[src/rtl/sa_skew_feeder_if.sv]
// Handshake and edge-stream bundle between the skew feeder and its neighbours.
// The slave modport is the feeder side, and the master modport is the producer/array side.
interface sa_skew_feeder_if #(
    parameter int N = 4,
    parameter int W = 4
);
    logic           load_valid_i;
    logic           load_ready_o;
    logic [N*W-1:0] load_data_i;
    logic           start_i;
    logic           busy_o;
    logic [N*W-1:0] edge_o;
    logic [N-1:0]   edge_valid_o;
    logic           done_o;

    modport master (
        output load_valid_i, load_data_i, start_i,
        input  load_ready_o, busy_o, edge_o, edge_valid_o, done_o
    );

    modport slave (
        input  load_valid_i, load_data_i, start_i,
        output load_ready_o, busy_o, edge_o, edge_valid_o, done_o
    );
endinterface

[src/rtl/sa_skew_feeder.sv]
// Buffers an NxN operand matrix row by row, then streams it diagonally skewed onto an array edge.
// Optional macro SA_SKEW_FEEDER_REPLAY_EN adds replay_i, which re-arms the held matrix after DONE.
module sa_skew_feeder #(
    parameter int N = 4,
    parameter int W = 4
) (
    input  logic             clk_i,
    input  logic             rst_i,
`ifdef SA_SKEW_FEEDER_REPLAY_EN
    input  logic             replay_i,
`endif
    sa_skew_feeder_if.slave  bus
);
    localparam int CW   = $clog2(N + 1);
    localparam int TW   = $clog2(2 * N);
    localparam int LAST = 2 * N - 2;

    typedef enum logic [1:0] {IDLE, FULL, STREAM, DONE} state_t;

    state_t         state_q, state_d;
    logic [CW-1:0]  wr_cnt_q, wr_cnt_d;
    logic [TW-1:0]  t_q, t_d;
    logic           load_fire;
    logic [N*W-1:0] row_buf_q [N];

    logic [N*W-1:0] edge_q, edge_d;
    logic [N-1:0]   valid_q, valid_d;
    logic           busy_q;
    logic           done_q;

    // NOTE: every variable driven here gets a default first, so no path can leave it unassigned and infer a latch.
    always_comb begin
        state_d   = state_q;
        wr_cnt_d  = wr_cnt_q;
        t_d       = t_q;
        load_fire = 1'b0;
        case (state_q)
            IDLE: begin
                if (bus.load_valid_i) begin
                    load_fire = 1'b1;
                    wr_cnt_d  = wr_cnt_q + 1'b1;
                    if (wr_cnt_q == CW'(N - 1)) state_d = FULL;
                end
            end
            FULL: begin
                if (bus.start_i) begin
                    state_d = STREAM;
                    t_d     = '0;
                end
            end
            STREAM: begin
                if (t_q == TW'(LAST)) state_d = DONE;
                else                  t_d     = t_q + 1'b1;
            end
            DONE: begin
                wr_cnt_d = '0;
                state_d  = IDLE;
`ifdef SA_SKEW_FEEDER_REPLAY_EN
                if (replay_i) state_d = FULL;
`endif
            end
            default: state_d = IDLE;
        endcase
    end

    // The next beat is computed from the next beat index, so the registered outputs line up with busy_o.
    always_comb begin
        int col;
        col     = 0;
        edge_d  = '0;
        valid_d = '0;
        if (state_d == STREAM) begin
            for (int r = 0; r < N; r++) begin
                col = int'(t_d) - r;
                if (col >= 0 && col < N) begin
                    edge_d[r*W +: W] = row_buf_q[r][col*W +: W];
                    valid_d[r]       = 1'b1;
                end
            end
        end
    end

    // NOTE: sequential state uses non-blocking assignments so all registers update together on the edge.
    always_ff @(posedge clk_i or posedge rst_i) begin
        if (rst_i) begin
            state_q  <= IDLE;
            wr_cnt_q <= '0;
            t_q      <= '0;
            edge_q   <= '0;
            valid_q  <= '0;
            busy_q   <= 1'b0;
            done_q   <= 1'b0;
        end else begin
            state_q  <= state_d;
            wr_cnt_q <= wr_cnt_d;
            t_q      <= t_d;
            edge_q   <= edge_d;
            valid_q  <= valid_d;
            busy_q   <= (state_d == STREAM);
            done_q   <= (state_d == DONE);
        end
    end

    // NOTE: the row buffer has no reset, because rows are always written before they are read.
    always_ff @(posedge clk_i) begin
        for (int i = 0; i < N; i++) begin
            if (load_fire && wr_cnt_q == CW'(i)) row_buf_q[i] <= bus.load_data_i;
        end
    end

    assign bus.load_ready_o = (state_q == IDLE);
    assign bus.busy_o       = busy_q;
    assign bus.edge_o       = edge_q;
    assign bus.edge_valid_o = valid_q;
    assign bus.done_o       = done_q;
endmodule
[src/flat_wrapper.sv]
// flat-port wrapper written by rule: the top's interface ports become plain ports
module sa_skew_feeder_flat 
#(
    parameter int N = 4,
    parameter int W = 4
)
  (clk_i, rst_i, bus_load_valid_i, bus_load_data_i, bus_start_i, bus_load_ready_o, bus_busy_o, bus_edge_o, bus_edge_valid_o, bus_done_o);
  sa_skew_feeder_if #(.N(N), .W(W)) bus_i ();
  input  logic clk_i;
  input  logic rst_i;
  input wire logic [$bits(bus_i.load_valid_i)-1:0] bus_load_valid_i;
  input wire logic [$bits(bus_i.load_data_i)-1:0] bus_load_data_i;
  input wire logic [$bits(bus_i.start_i)-1:0] bus_start_i;
  output wire logic [$bits(bus_i.load_ready_o)-1:0] bus_load_ready_o;
  output wire logic [$bits(bus_i.busy_o)-1:0] bus_busy_o;
  output wire logic [$bits(bus_i.edge_o)-1:0] bus_edge_o;
  output wire logic [$bits(bus_i.edge_valid_o)-1:0] bus_edge_valid_o;
  output wire logic [$bits(bus_i.done_o)-1:0] bus_done_o;
  assign bus_i.load_valid_i = bus_load_valid_i;
  assign bus_i.load_data_i = bus_load_data_i;
  assign bus_i.start_i = bus_start_i;
  assign bus_load_ready_o = bus_i.load_ready_o;
  assign bus_busy_o = bus_i.busy_o;
  assign bus_edge_o = bus_i.edge_o;
  assign bus_edge_valid_o = bus_i.edge_valid_o;
  assign bus_done_o = bus_i.done_o;
  sa_skew_feeder #(.N(N), .W(W)) u_core (.clk_i(clk_i), .rst_i(rst_i), .bus(bus_i));
endmodule
[config.mk]
export PLATFORM = sky130hd
export DESIGN_NAME = sa_skew_feeder_flat
export DESIGN_NICKNAME = d
export VERILOG_FILES = /design/src/rtl/sa_skew_feeder_if.sv /design/src/rtl/sa_skew_feeder.sv /design/src/flat_wrapper.sv
export SDC_FILE = /design/constraint.sdc
export NUM_CORES = 1
export LEC_CHECK = 0
export ABC_AREA = 1
export BUFFER_PORTS_ARGS = -buffer_cell sky130_fd_sc_hd__clkbuf_2
export CAP_MARGIN = 20
export CELL_PAD_IN_SITES_DETAIL_PLACEMENT = 0
export CELL_PAD_IN_SITES_GLOBAL_PLACEMENT = 2
export CORE_MARGIN = 10
export CORE_UTILIZATION = 38
export DETAILED_ROUTE_END_ITERATION = 6
export PLACE_DENSITY = 0.76
export SLEW_MARGIN = 20
export SYNTH_ARGS = -nofsm -noshare
export SYNTH_HDL_FRONTEND = slang
export SYNTH_SLANG_ARGS = --single-unit
[constraint.sdc]
create_clock -name clk_i -period 2.6 [get_ports clk_i]
set_input_delay 0.26 -clock clk_i [delete_from_list [all_inputs] [get_ports clk_i]]
set_output_delay 0.26 -clock clk_i [all_outputs]
set_load 0.1 [all_outputs]
; ---- Word level (Yosys, flattened, before mapping)
; Memories as Yosys holds them, arrays and structs flattened.
; Cells that the tools add are included.
[word_totals]
mem_count = 1
mem_bits_rw = 64
elab_cells = 89
ff_bits = 30
[memory_table]
columns = name, words, width, read_ports, rd_ports_with_merged_regs, write_ports, line_no
row1 = u_core.row_buf_q, 4, 16, 4, 0, 1, sa_skew_feeder.sv:24  ; logic [N*W-1:0] row_buf_q [N];
[op_classes]
n_lt_le_gt_ge = 8
addsub = 5
muxes = 39
shifts = 4
eq_ne = 10
n_reduce_logical = 15
[ops]
columns = operator, count
row1 = >= comparator 32 x 1 -> 1 bit (second input constant), 3
row2 = < comparator 32 x 4 -> 1 bit (second input constant), 3
row3 = variable part select 16 x 32 -> 4 bit, 3
row4 = two-way mux 16 bit, 4
row5 = OR reduction 16 bit, 3
row6 = two-way mux 4 bit, 5
row7 = two-way mux 1 bit, 17
row8 = variable part select 16 x 6 -> 4 bit, 1
row9 = two-way mux 2 bit, 7
row10 = one-hot mux 3 bit (2 select lines), 2
row11 = two-way mux 3 bit, 3
row12 = equality test 2 bit (second input constant), 4
row13 = logical AND 1 bit, 8
row14 = one-hot mux 2 bit (4 select lines), 1
row15 = subtractor 3 x 2 -> 4 bit (second input constant), 2
row16 = adder 3 x 1 -> 3 bit (second input constant), 2
row17 = equality test 3 x 2 -> 1 bit (second input constant), 2
row18 = subtractor 3 x 1 -> 4 bit (second input constant), 1
row19 = equality test 3 x 1 -> 1 bit (second input constant), 1
row20 = equality test 3 bit (second input constant), 1
row21 = >= comparator 3 x 1 -> 1 bit (second input constant), 1
row22 = zero test 3 bit, 1
row23 = < comparator 3 bit (second input constant), 1
row24 = equality test 2 x 1 -> 1 bit (second input constant), 1
row25 = other kinds (4), 4

; ---- Longest topological paths before layout
; Gate-level depths: netlist of run 1.
[depth]
ltp_word = 9
ltp_mapped = 15
ltp_nobuf = 14

; ---- Least setup slack after synthesis of run 1
; No wires, ideal clock.
[synth_timing]
kind = register to register
from = register u_core.state_q[0]
to = memory u_core.row_buf_q[0][0] (netlist name), enable pin
setup_ns = 0.388
path_stages_with_launch = 5
t_required_ns = 2.212
arrival_ns = 2.391
path_buffers = 0
setup_slack_ns = -0.179
cell_sequence = dfrtp_1 -> inv_1 -> ha_1 -> nand2_1 -> nor2_1
[synth_between]
elab_chain_cells = 9
word_cells_on_any_way = 23
[synth_rtl]
columns = element, line_no
row1 = from (decl), sa_skew_feeder.sv:20  ; state_t state_q, state_d;
row2 = from (signal assigned), sa_skew_feeder.sv:94  ; state_q <= state_d;
row3 = zero test 2 bit (*), n/a
row4 = named net bus_load_ready_o, flat_wrapper.sv:14  ; output wire logic [$bits(bus_i.load_ready_o)-1:0] bus_load_ready_o;
row5 = two-way mux 1 bit (*), sa_skew_feeder.sv:37  ; case (state_q)
row6 = logical AND 1 bit, sa_skew_feeder.sv:107  ; if (load_fire && wr_cnt_q == CW'(i)) row_buf_q[i] <= bus.load_data_i;
row7 = two-way mux 1 bit, sa_skew_feeder.sv:107
row8 = two-way mux 1 bit (implied by the code), sa_skew_feeder.sv:107
row9 = OR reduction 16 bit (no source line), n/a
row10 = two-way mux 2 bit (no source line) / two-way mux 1 bit (equally long branches) (3 in a row), n/a
row11 = to (decl), sa_skew_feeder.sv:24
; Mark *: on every way through the listed nets, which the timed path passes. The rest lies on a longest branch.

; ---- Worst setup path after layout of run 1
[layout_timing]
from = register u_core.state_q[1]
to = register u_core.edge_q[14] (netlist: u_core.bus.edge_o[14])
[layout_between]
elab_chain_cells = 7
word_cells_on_any_way = 18
[layout_rtl]
columns = element, line_no
row1 = equality test 2 bit / equality test 2 x 1 -> 1 bit (equally long branches), sa_skew_feeder.sv:37
row2 = one-hot mux 3 bit (2 select lines), sa_skew_feeder.sv:37
row3 = subtractor 3 x 2 -> 4 bit, sa_skew_feeder.sv:74  ; col = int'(t_d) - r;
row4 = >= comparator 32 x 1 -> 1 bit / < comparator 32 x 4 -> 1 bit (equally long branches), sa_skew_feeder.sv:75  ; if (col >= 0 && col < N) begin
row5 = logical AND 1 bit, sa_skew_feeder.sv:75
row6 = two-way mux 4 bit, sa_skew_feeder.sv:75
row7 = two-way mux 16 bit (*), sa_skew_feeder.sv:72  ; if (state_d == STREAM) begin
row8 = named net u_core.edge_d[14], sa_skew_feeder.sv:26  ; logic [N*W-1:0] edge_q, edge_d;
row9 = to (signal assigned), sa_skew_feeder.sv:97  ; edge_q <= edge_d;
row10 = to (decl), sa_skew_feeder.sv:26
; Marks and branches as above.
; A chain may end at the register's enable or synchronous reset.

==> results.ini, run 1 <==
[timing]
rsz0062_at_grt = no
setup_tns_ns = 0
fin_skew_ns = 0.007088
finalSetupViolations = 0
tightest_slew_ns = 0.6783
maxSlewViolCount = 0
finalCritPeriodShare = 0.9120
hold_viol_final = 0
timing.final.crit_period_ns = 2.371
fmax_mhz = 421.7
relSlewSlack = 0.5473

[drt]
routed_wl_um = 8828
viasPerCell = 4.507
detail_route.wl_per_cell_um = 14.91
drtIter0Drc = 106
vias = 2668
dr.pass1.iters = 4
antenna_left = 0
drc = 0

[floorplan]
core_um2 = 10460
die-height_um = 124.2
ios = 43
start_util = 0.3944
dieArea_um2 = 15430
die_w_um = 124.2
fp-row-count = 37

[cts]
cts_buffer_depth = 2
path_clk_slew_ns = 0.09
htree_levels = 3
clock-sinks = 94
cts_buffers = 9
cts_resized = 0
insertion_delay_ns = 0.36
clockRootBuffer = clkbuf_8
cts_tree = done

[synthesis]
synth_area_leaders = edfxtp_1 (47%), dfrtp_1 (18%), nand2_1 (9.8%)
synth.avg_cell_area_um2 = 10.42
syn_inst = 396
yosysUniqueCellTypes = 22
synth_top_area_share = 0.4657
synth_area_leader_cell = edfxtp_1
synth.cell_area_um2 = 4126
synth_nets = 432
yosysWarnings = 0
ys_ff_latch = 94
synth_seq_area_share = 0.6477

[place]
dp_hpwl_um = 6150
io_buffers = 42
placed_area_um2 = 4516
gp_congestion = 0.7789

[finish]
regArea_um2 = 2673
finish.net_count = 487
multi_input_area_um2 = 1096
antenna_cells = 0
fin_util = 0.4483
syn2layout_area_growth_pct = 13.67
fillers = 1043
design_area_um2 = 4691
drive_above_1_share = 0.1732

[setup_path]
critical_path_arrival_ns = 2.62
critPathLaunch = u_core.state_q[1]
cp_max_fo = 6
rr_startpoint = u_core.state_q[1]
worstSetupStartpointType = flop
end_kind = flop
path_class = reg2reg
crit_required_ns = 2.85

[flow_run]
drv_cap = 0

[grt]
antenna_found_initial = 0
grt-ovfl-total = 0
grt_max_degree = 31
grt_pass1_vias = 2723
grt_pass1_wl_um = 14440
track_usage = 0.1180

[min_path]
min_path_type = in2reg
hp-start = bus_load_data_i[7]

[status]
run_status = complete, no violations

## Yosys cell counts
| library cell | n |
|---|---|
| nand2_1 | 108 |
| inv_1 | 75 |
| edfxtp_1 | 64 |
| nand3_1 | 38 |
| dfrtp_1 | 30 |
| nor2_1 | 22 |
| ha_1 | 16 |
| a21oi_1 | 8 |
| o21ai_0 | 6 |
| nand3_2 | 5 |
| buf_2 | 4 |
| nand2_2 | 4 |
| buf_6 | 3 |
| nand3b_1 | 3 |
| buf_4 | 2 |
| nand4_1 | 2 |
| a31oi_1 | 1 |
| inv_2 | 1 |
| inv_4 | 1 |
| nand2_4 | 1 |
| nor2_4 | 1 |
| o22ai_1 | 1 |
## per-layer routing
layer  GRT usage  routed length [µm]  part of all wire  vias up
li1            -                   -                 -     1362
met1      0.1522                4107              0.47     1240
met2      0.1840                4067              0.46       55
met3     0.02931                 506             0.057       11
met4     0.04908                 146             0.017        0
met5           0                   0                 0        -
## per-stage QoR
step,setup slack (ns),hold WS (ns),std cells
2_1_floorplan,0.1922,0.3508,396
3_3_place_gp,0.2660,0.3564,575
3_5_place_dp,0.2330,0.3679,575
4_1_cts,0.2168,0.1151,592
5_1_grt,0.06111,0.1215,592
6_report,0.2288,0.1258,592
## cell families after synthesis
group | count (synthesis) | share of synthesized area
AND/OR/NAND/NOR | 184 | 0.1965
flip-flops | 94 | 0.6477
buffers and inverters | 86 | 0.08732
AO/OA/AOI/OAI | 16 | 0.02001
adder cells (fa/ha/maj) | 16 | 0.04851
## critical path: stages (launching register included)
cell and delay [ns]:
dfrtp_1 0.44, inv_1 0.10, ha_2 0.39, nand2_1 0.06
nand2_1 0.07, nand3_2 0.12, nand2_4 0.12, inv_4 0.05
ha_1 0.43, inv_1 0.18, nand3_1 0.13, nand2_1 0.09
inv_1 0.06, nor2_1 0.03
## cell type report
type | count | area share
clock buffer | 11 | 0.02801
clock inverter | 5 | 0.007202
inverter | 77 | 0.06215
multi-input combinational | 216 | 0.2337
sequential | 94 | 0.5698
tap | 136 | 0.03628
timing repair buffer | 53 | 0.06295
## registers in the layout (all words and copies together) (netlist names)
signal / cells
u_core.row_buf_q: 64
u_core.wr_cnt_q: 3
u_core.state_q: 2
u_core.t_q: 3
u_core.bus.edge_o: 16
u_core.bus.busy_o: 1
u_core.bus.edge_valid_o: 4
u_core.bus.done_o: 1
## path summary, 6_finish.rpt
kind                                     endpoint  slack, ns  cells past startpoint
hold / removal             u_core.row_buf_q[3][7]       0.13                      1
hold reg to reg                u_core.wr_cnt_q[2]       0.58                      2
min in group asynchronous    u_core.bus.edge_o[4]       0.52                      4
setup / recovery            u_core.bus.edge_o[14]       0.23                     13
max in group asynchronous           u_core.t_q[0]       1.77                      4
setup reg to reg            u_core.bus.edge_o[14]       0.23                     13
## cell usage in the layout, fill, tap and decap left out, drive strengths merged
| cell type | instances |
|---|---|
| dfrtp | 30 |
| inv | 78 |
| nand3 | 43 |
| dlygate4sd3 | 1 |
| nand3b | 3 |
| clkinvlp | 1 |
| o22ai | 1 |
| nand4 | 2 |
| ha | 16 |
| o21ai | 6 |
| buf | 10 |
| a21oi | 8 |
| clkinv | 3 |
| clkbuf | 53 |
| a31oi | 1 |
| nor2 | 23 |
| edfxtp | 64 |
| nand2 | 113 |
## what timing repair did
item	4_1_cts	5_1_grt
setup endpoints to repair	0	0
hold endpoints to repair	30	0
hold buffers	1	0
setup buffers	0	0
Power of run 1 is not shown: default switching activity piles up to over one toggle a cycle in this logic, so the estimate is an artifact.
==> inputs of run 2 (changes only) <==
Settings changed: BUFFER_PORTS_ARGS -buffer_cell sky130_fd_sc_hd__clkbuf_2 to unset, CORE_UTILIZATION 38 to 41, DONT_BUFFER_PORTS set to 1, GPL_ROUTABILITY_DRIVEN set to 0.
==> run 2 against run 1 <==
  * Sequential share of layout area rose by 0.31 points
  * Global-route usage rose by 1.1 points
  * Routed wire length fell by 0.89%
  * Highest routed layer unchanged
==> results.ini, run 2 (synthesized netlist as in run 1, its figures left out) <==
[floorplan]
die-height_um = 120.3
ios = 43
fp-row-count = 36
core_um2 = 9774
start_util = 0.4222
dieArea_um2 = 14480
die_w_um = 120.3

[place]
placed_area_um2 = 4314
io_buffers = 0
dp_hpwl_um = 6163

[grt]
grt-ovfl-total = 0
grt_max_degree = 32
grt_pass1_wl_um = 14540
antenna_found_initial = 0
track_usage = 0.1288
grt_pass1_vias = 2717

[timing]
rsz0062_at_grt = no
fin_skew_ns = 0.01009
hold_viol_final = 0
maxSlewViolCount = 0
finalCritPeriodShare = 0.9035
relSlewSlack = 0.3876
fmax_mhz = 425.7
hold_ws_ns = 0.2669
tightest_slew_ns = 0.9192
setup_tns_ns = 0
finalSetupViolations = 0
timing.final.crit_period_ns = 2.349

[drt]
dr.pass1.iters = 4
detail_route.wl_per_cell_um = 15.54
antenna_left = 0
drc = 0
drtIter0Drc = 112
routed_wl_um = 8749
vias = 2570
viasPerCell = 4.565

[finish]
final_cell_mix = nand2_1 (107), inv_1 (74), edfxtp_1 (64)
antenna_cells = 0
largest_register_ffs = 64
layout_commonest_cell = nand2_1
design_area_um2 = 4666
drive_above_1_share = 0.09535
finish.net_count = 461
syn2layout_area_growth_pct = 13.07
top_register = u_core.row_buf_q

[setup_path]
path_class = reg2reg
end_kind = flop
crit_required_ns = 2.84
cp_max_fo = 14
rrSetupSlack_ns = 0.25
critical_path_arrival_ns = 2.59
worstSetupStartpointType = flop
worstReg2RegEnd = u_core.bus.edge_o[14]
r2r_cells = 13
rr_startpoint = u_core.state_q[0]

[cts]
clock-sinks = 94
insertion_delay_ns = 0.35
htree_levels = 3
cts_buffers = 9
path_clk_slew_ns = 0.09
clockRootBuffer = clkbuf_8
cts_buffer_depth = 2
cts_tree = done

[min_path]
holdPathEnd = u_core.state_q[1]
hp-start = bus_start_i
worstHoldPathCells = 4
min_path_type = in2reg

[flow_run]
drv_cap = 0

[status]
run_status = complete, no violations

## run 2: timing repair
item                                    CTS  global route
resized for setup                         0             4
hold buffers                             17             0
buffers inserted                          0             0
endpoints found under the hold margin    72             0
endpoints found under the setup margin    0             4
## run 2: worst max-delay path by stage
stage	start	to	slack, ns	cells past startpoint
2_1_floorplan	u_core.state_q[0]	u_core.row_buf_q[0][0]	0.19	4
3_3_place_gp	u_core.state_q[1]	u_core.bus.edge_o[14]	0.15	12
3_5_place_dp	u_core.state_q[0]	u_core.bus.edge_o[14]	0.09	12
4_1_cts	u_core.state_q[0]	u_core.bus.edge_o[14]	0.05	12
5_1_grt	u_core.state_q[0]	u_core.bus.edge_o[14]	0.01	12
6_report	u_core.state_q[0]	u_core.bus.edge_o[14]	0.25	13
## run 2: layout make-up
cell class / count / area, µm²
flip-flops and latches: 94 / 2673
multi-input cells: 216 / 1101
clock inverters: 5 / 42.54
clock buffers: 11 / 131.4
inverters: 77 / 294.0
fillers: 934 / 5109
well taps: 133 / 166.4
repair buffers: 27 / 257.7
## run 2: routing by layer
| layer | track usage | share of wire | vias to the layer above |
|---|---|---|---|
| met4 | 0.05656 | 0.022 | 0 |
| met2 | 0.1981 | 0.44 | 60 |
| met5 | 0 | 0 | - |
| met3 | 0.04002 | 0.074 | 12 |
| met1 | 0.1642 | 0.46 | 1189 |
| li1 | - | - | 1309 |
## run 2: per-stage QoR
step | worst slack, ns | std cells | util
global placement | 0.1474 | 530 | 0.4414
CTS | 0.05335 | 563 | 0.4766
finish | 0.2510 | 563 | 0.4773
global route | 0.01204 | 563 | 0.4773
detailed placement | 0.08504 | 530 | 0.4414
floorplan | 0.1922 | 396 | -
## run 2: critical path, cell delays in order, from the launching register on
cell	delay [ns]
dfrtp_1	0.44
inv_1	0.11
ha_2	0.39
nand2_1	0.06
nand2_1	0.06
nand3_2	0.12
nand2_4	0.17
inv_6	0.09
ha_2	0.42
inv_2	0.09
nand3_1	0.09
nand2_1	0.08
inv_1	0.06
nor2_1	0.04
Power of run 2 is left out for the same reason.
==> inputs of run 3 (changes only) <==
Settings changed: ABC_AREA 1 to unset, CORE_UTILIZATION 41 to 46, PLACE_DENSITY 0.76 to 0.75, TNS_END_PERCENT set to 1.
==> run 3 against run 2 <==
  * Non-clock buffer count up 3
  * Via count shrank 24%
  * Synthesized cell count down 43%
  * First-iteration DRC count fell by 19%
  * Sequential share of layout area rose by 2.6 points
  * Die area down 14%
  * Highest routed layer unchanged
==> results.ini, run 3 <==
[drt]
routed_wl_um = 7419
drc = 0
vias = 1960
drtIter0Drc = 91
dr.pass1.iters = 4
antenna_left = 0
viasPerCell = 5.297
detail_route.wl_per_cell_um = 20.05

[grt]
grt_max_degree = 31
track_usage = 0.1254
grt_pass1_vias = 2011
grt_pass1_wl_um = 12030
grt-ovfl-total = 0
antenna_found_initial = 0

[finish]
drive_above_1_share = 0.2038
final_cell_mix = edfxtp_1 (64), dfrtp_1 (30), inv_1 (27)
fillers = 673
syn2layout_area_growth_pct = 15.62
finish.net_count = 296
largest_register_ffs = 64
design_area_um2 = 4464
layout_commonest_cell = edfxtp_1
antenna_cells = 0
top_register = u_core.row_buf_q

[pwr]
p_sw_frac = 0.4316
p_clk_frac = 0.155
power_frac_comb = 0.389
power.net_switching_uw = 2513
p_seq_frac = 0.456
cellLeakagePower_uw = 0.001762
power.internal_uw = 3310
pwr_density_cell_nw_per_um2 = 1304
vdd_drop_max_v = 0.0004373

[cts]
clock-sinks = 94
path_clk_slew_ns = 0.10
htree_levels = 3
cts_tree = done
clockRootBuffer = clkbuf_8
cts_buffer_depth = 2
insertion_delay_ns = 0.36
cts_buffers = 9

[floorplan]
fp-row-count = 33
core_um2 = 8175
start_util = 0.4723
dieArea_um2 = 12460
ios = 43
die-height_um = 111.6
die_w_um = 111.6

[synthesis]
async_flop_share = 0.3191
yosysWarnings = 0
ys_ff_latch = 94
synth_top_area_share = 0.4977
synth.cell_area_um2 = 3861
synth_nets = 260
synth_seq_area_share = 0.6922
synth_area_leaders = edfxtp_1 (50%), dfrtp_1 (19%), mux4_2 (5.8%)
synth_most_common_cell = edfxtp_1
synth_area_leader_cell = edfxtp_1
syn_inst = 224
synth_edf_count = 64
synth_common_cells = edfxtp_1 (64), dfrtp_1 (30), inv_1 (28)
synth.avg_cell_area_um2 = 17.24
yosysUniqueCellTypes = 38
ys.flop_type = edfxtp_1

[setup_path]
path_delay_family = multiplexers
cpMaxStageDelayCell = mux4_1
critical_path_arrival_ns = 2.74
path_cells = inv_1 > ha_4 > nand2_1 > a21oi_4 > a22o_1 > buf_4 > mux4_1 > a211oi_2
path_buf_inv = 2
cp_max_fo = 9
crit_required_ns = 2.87
path_class = reg2reg
critPathMaxStageDelay_ns = 0.63
worstSetupStartpointType = flop
end_kind = flop

[status]
run_status = complete, no violations

[timing]
hold_viol_final = 0
tightest_slew_ns = 0.9258
relSlewSlack = 0.3832
fmax_mhz = 406.3
hold_ws_ns = 0.1684
timing.final.crit_period_ns = 2.462
fin_skew_ns = 0.009364
worst_slack_ns = 0.1385
maxSlewViolCount = 0
finalSetupViolations = 0
setup_tns_ns = 0
finalCritPeriodShare = 0.9467
rsz0062_at_grt = yes

[place]
placed_area_um2 = 4075
dp_slack_ns = -0.03456
dp_hpwl_um = 5107
io_buffers = 0

[min_path]
min_path_type = in2reg

[flow_run]
drv_cap = 0

run 3: cell count changes in the layout (fill, tap and decap cells not counted), moves of 10 or more:
cell,delta
nand2_1,-105
inv_1,-47
nand3_1,-38
nor2_1,-16
and2_1,+14
mux4_2,+10
run 3: final timing paths:
kind	slack [ns]	endpoint	startpoint	cells past startpoint
min in group asynchronous	0.42	u_core.bus.edge_o[9]	rst_i	3
max	0.14	u_core.bus.edge_o[5]	u_core.state_q[1]	8
min reg2reg	0.52	u_core.wr_cnt_q[2]	u_core.wr_cnt_q[2]	1
max reg2reg	0.14	u_core.bus.edge_o[5]	u_core.state_q[1]	8
max in group asynchronous	1.87	u_core.bus.edge_o[8]	rst_i	3
min	0.17	u_core.wr_cnt_q[2]	bus_load_valid_i	2
run 3: area by class of cell:
cell class | instances | area (µm²) | area share
sequential | 94 | 2673 | 0.5987
multi-input combinational | 96 | 1086 | 0.2433
timing repair buffer | 30 | 280.3 | 0.06278
tap | 105 | 131.4 | 0.02943
clock buffer | 10 | 127.6 | 0.02859
inverter | 29 | 111.4 | 0.02494
clock inverter | 6 | 55.05 | 0.01233
run 3: worst register-to-register path, cell delays in order, from the launching register on:
cell,delay (ns)
dfrtp_1,0.40
inv_1,0.11
ha_4,0.31
nand2_1,0.09
a21oi_4,0.17
a22o_1,0.20
buf_4,0.22
mux4_1,0.63
a211oi_2,0.25
run 3: power groups by stage:
stage	sequential, µW	combinational (µW)	clock, µW
after global routing	2680	2500	1010
after global placement	2690	2210	0
after detailed placement	2700	2190	0
final	2650	2260	905
after CTS	2660	2260	930
after floorplan	2650	1680	0
run 3: what timing repair did:
item,CTS,global route
setup endpoints to repair,6,10
pin swaps,0,1
buffers inserted,0,1
hold endpoints to repair,94,0
hold buffers,17,0
resized for setup,2,4
run 3: routing by layer:
layer  global-route usage  wire, µm  vias up
met2               0.1838      3568       50
met1               0.1687      3395     1000
met4              0.03856        81        0
li1                     -         -      902
met3              0.04670       374        8
met5                    0         0        -
run 3: cells by family (layout without fill, tap and decap cells):
| group | count (synthesis) | in the layout | synth area share |
|---|---|---|---|
| buffers and inverters | 34 | 75 | 0.03791 |
| and+or+nand+nor | 40 | 40 | 0.06805 |
| DFF | 94 | 94 | 0.6922 |
| muxes | 19 | 19 | 0.1102 |
| adders and majority gates | 16 | 16 | 0.05185 |
| AOI/OAI and AO/OA | 21 | 21 | 0.03986 |
run 3: per-stage QoR:
| step | util | total power [µW] | instances |
|---|---|---|---|
| after floorplan | - | 4327 | 224 |
| after global placement | 0.4985 | 4896 | 336 |
| after detailed placement | 0.4985 | 4890 | 336 |
| after CTS | 0.5430 | 5848 | 369 |
| after global routing | 0.5461 | 6190 | 370 |
| final | 0.5461 | 5823 | 370 |
No activity file was read; power rests on OpenSTA's default activity.
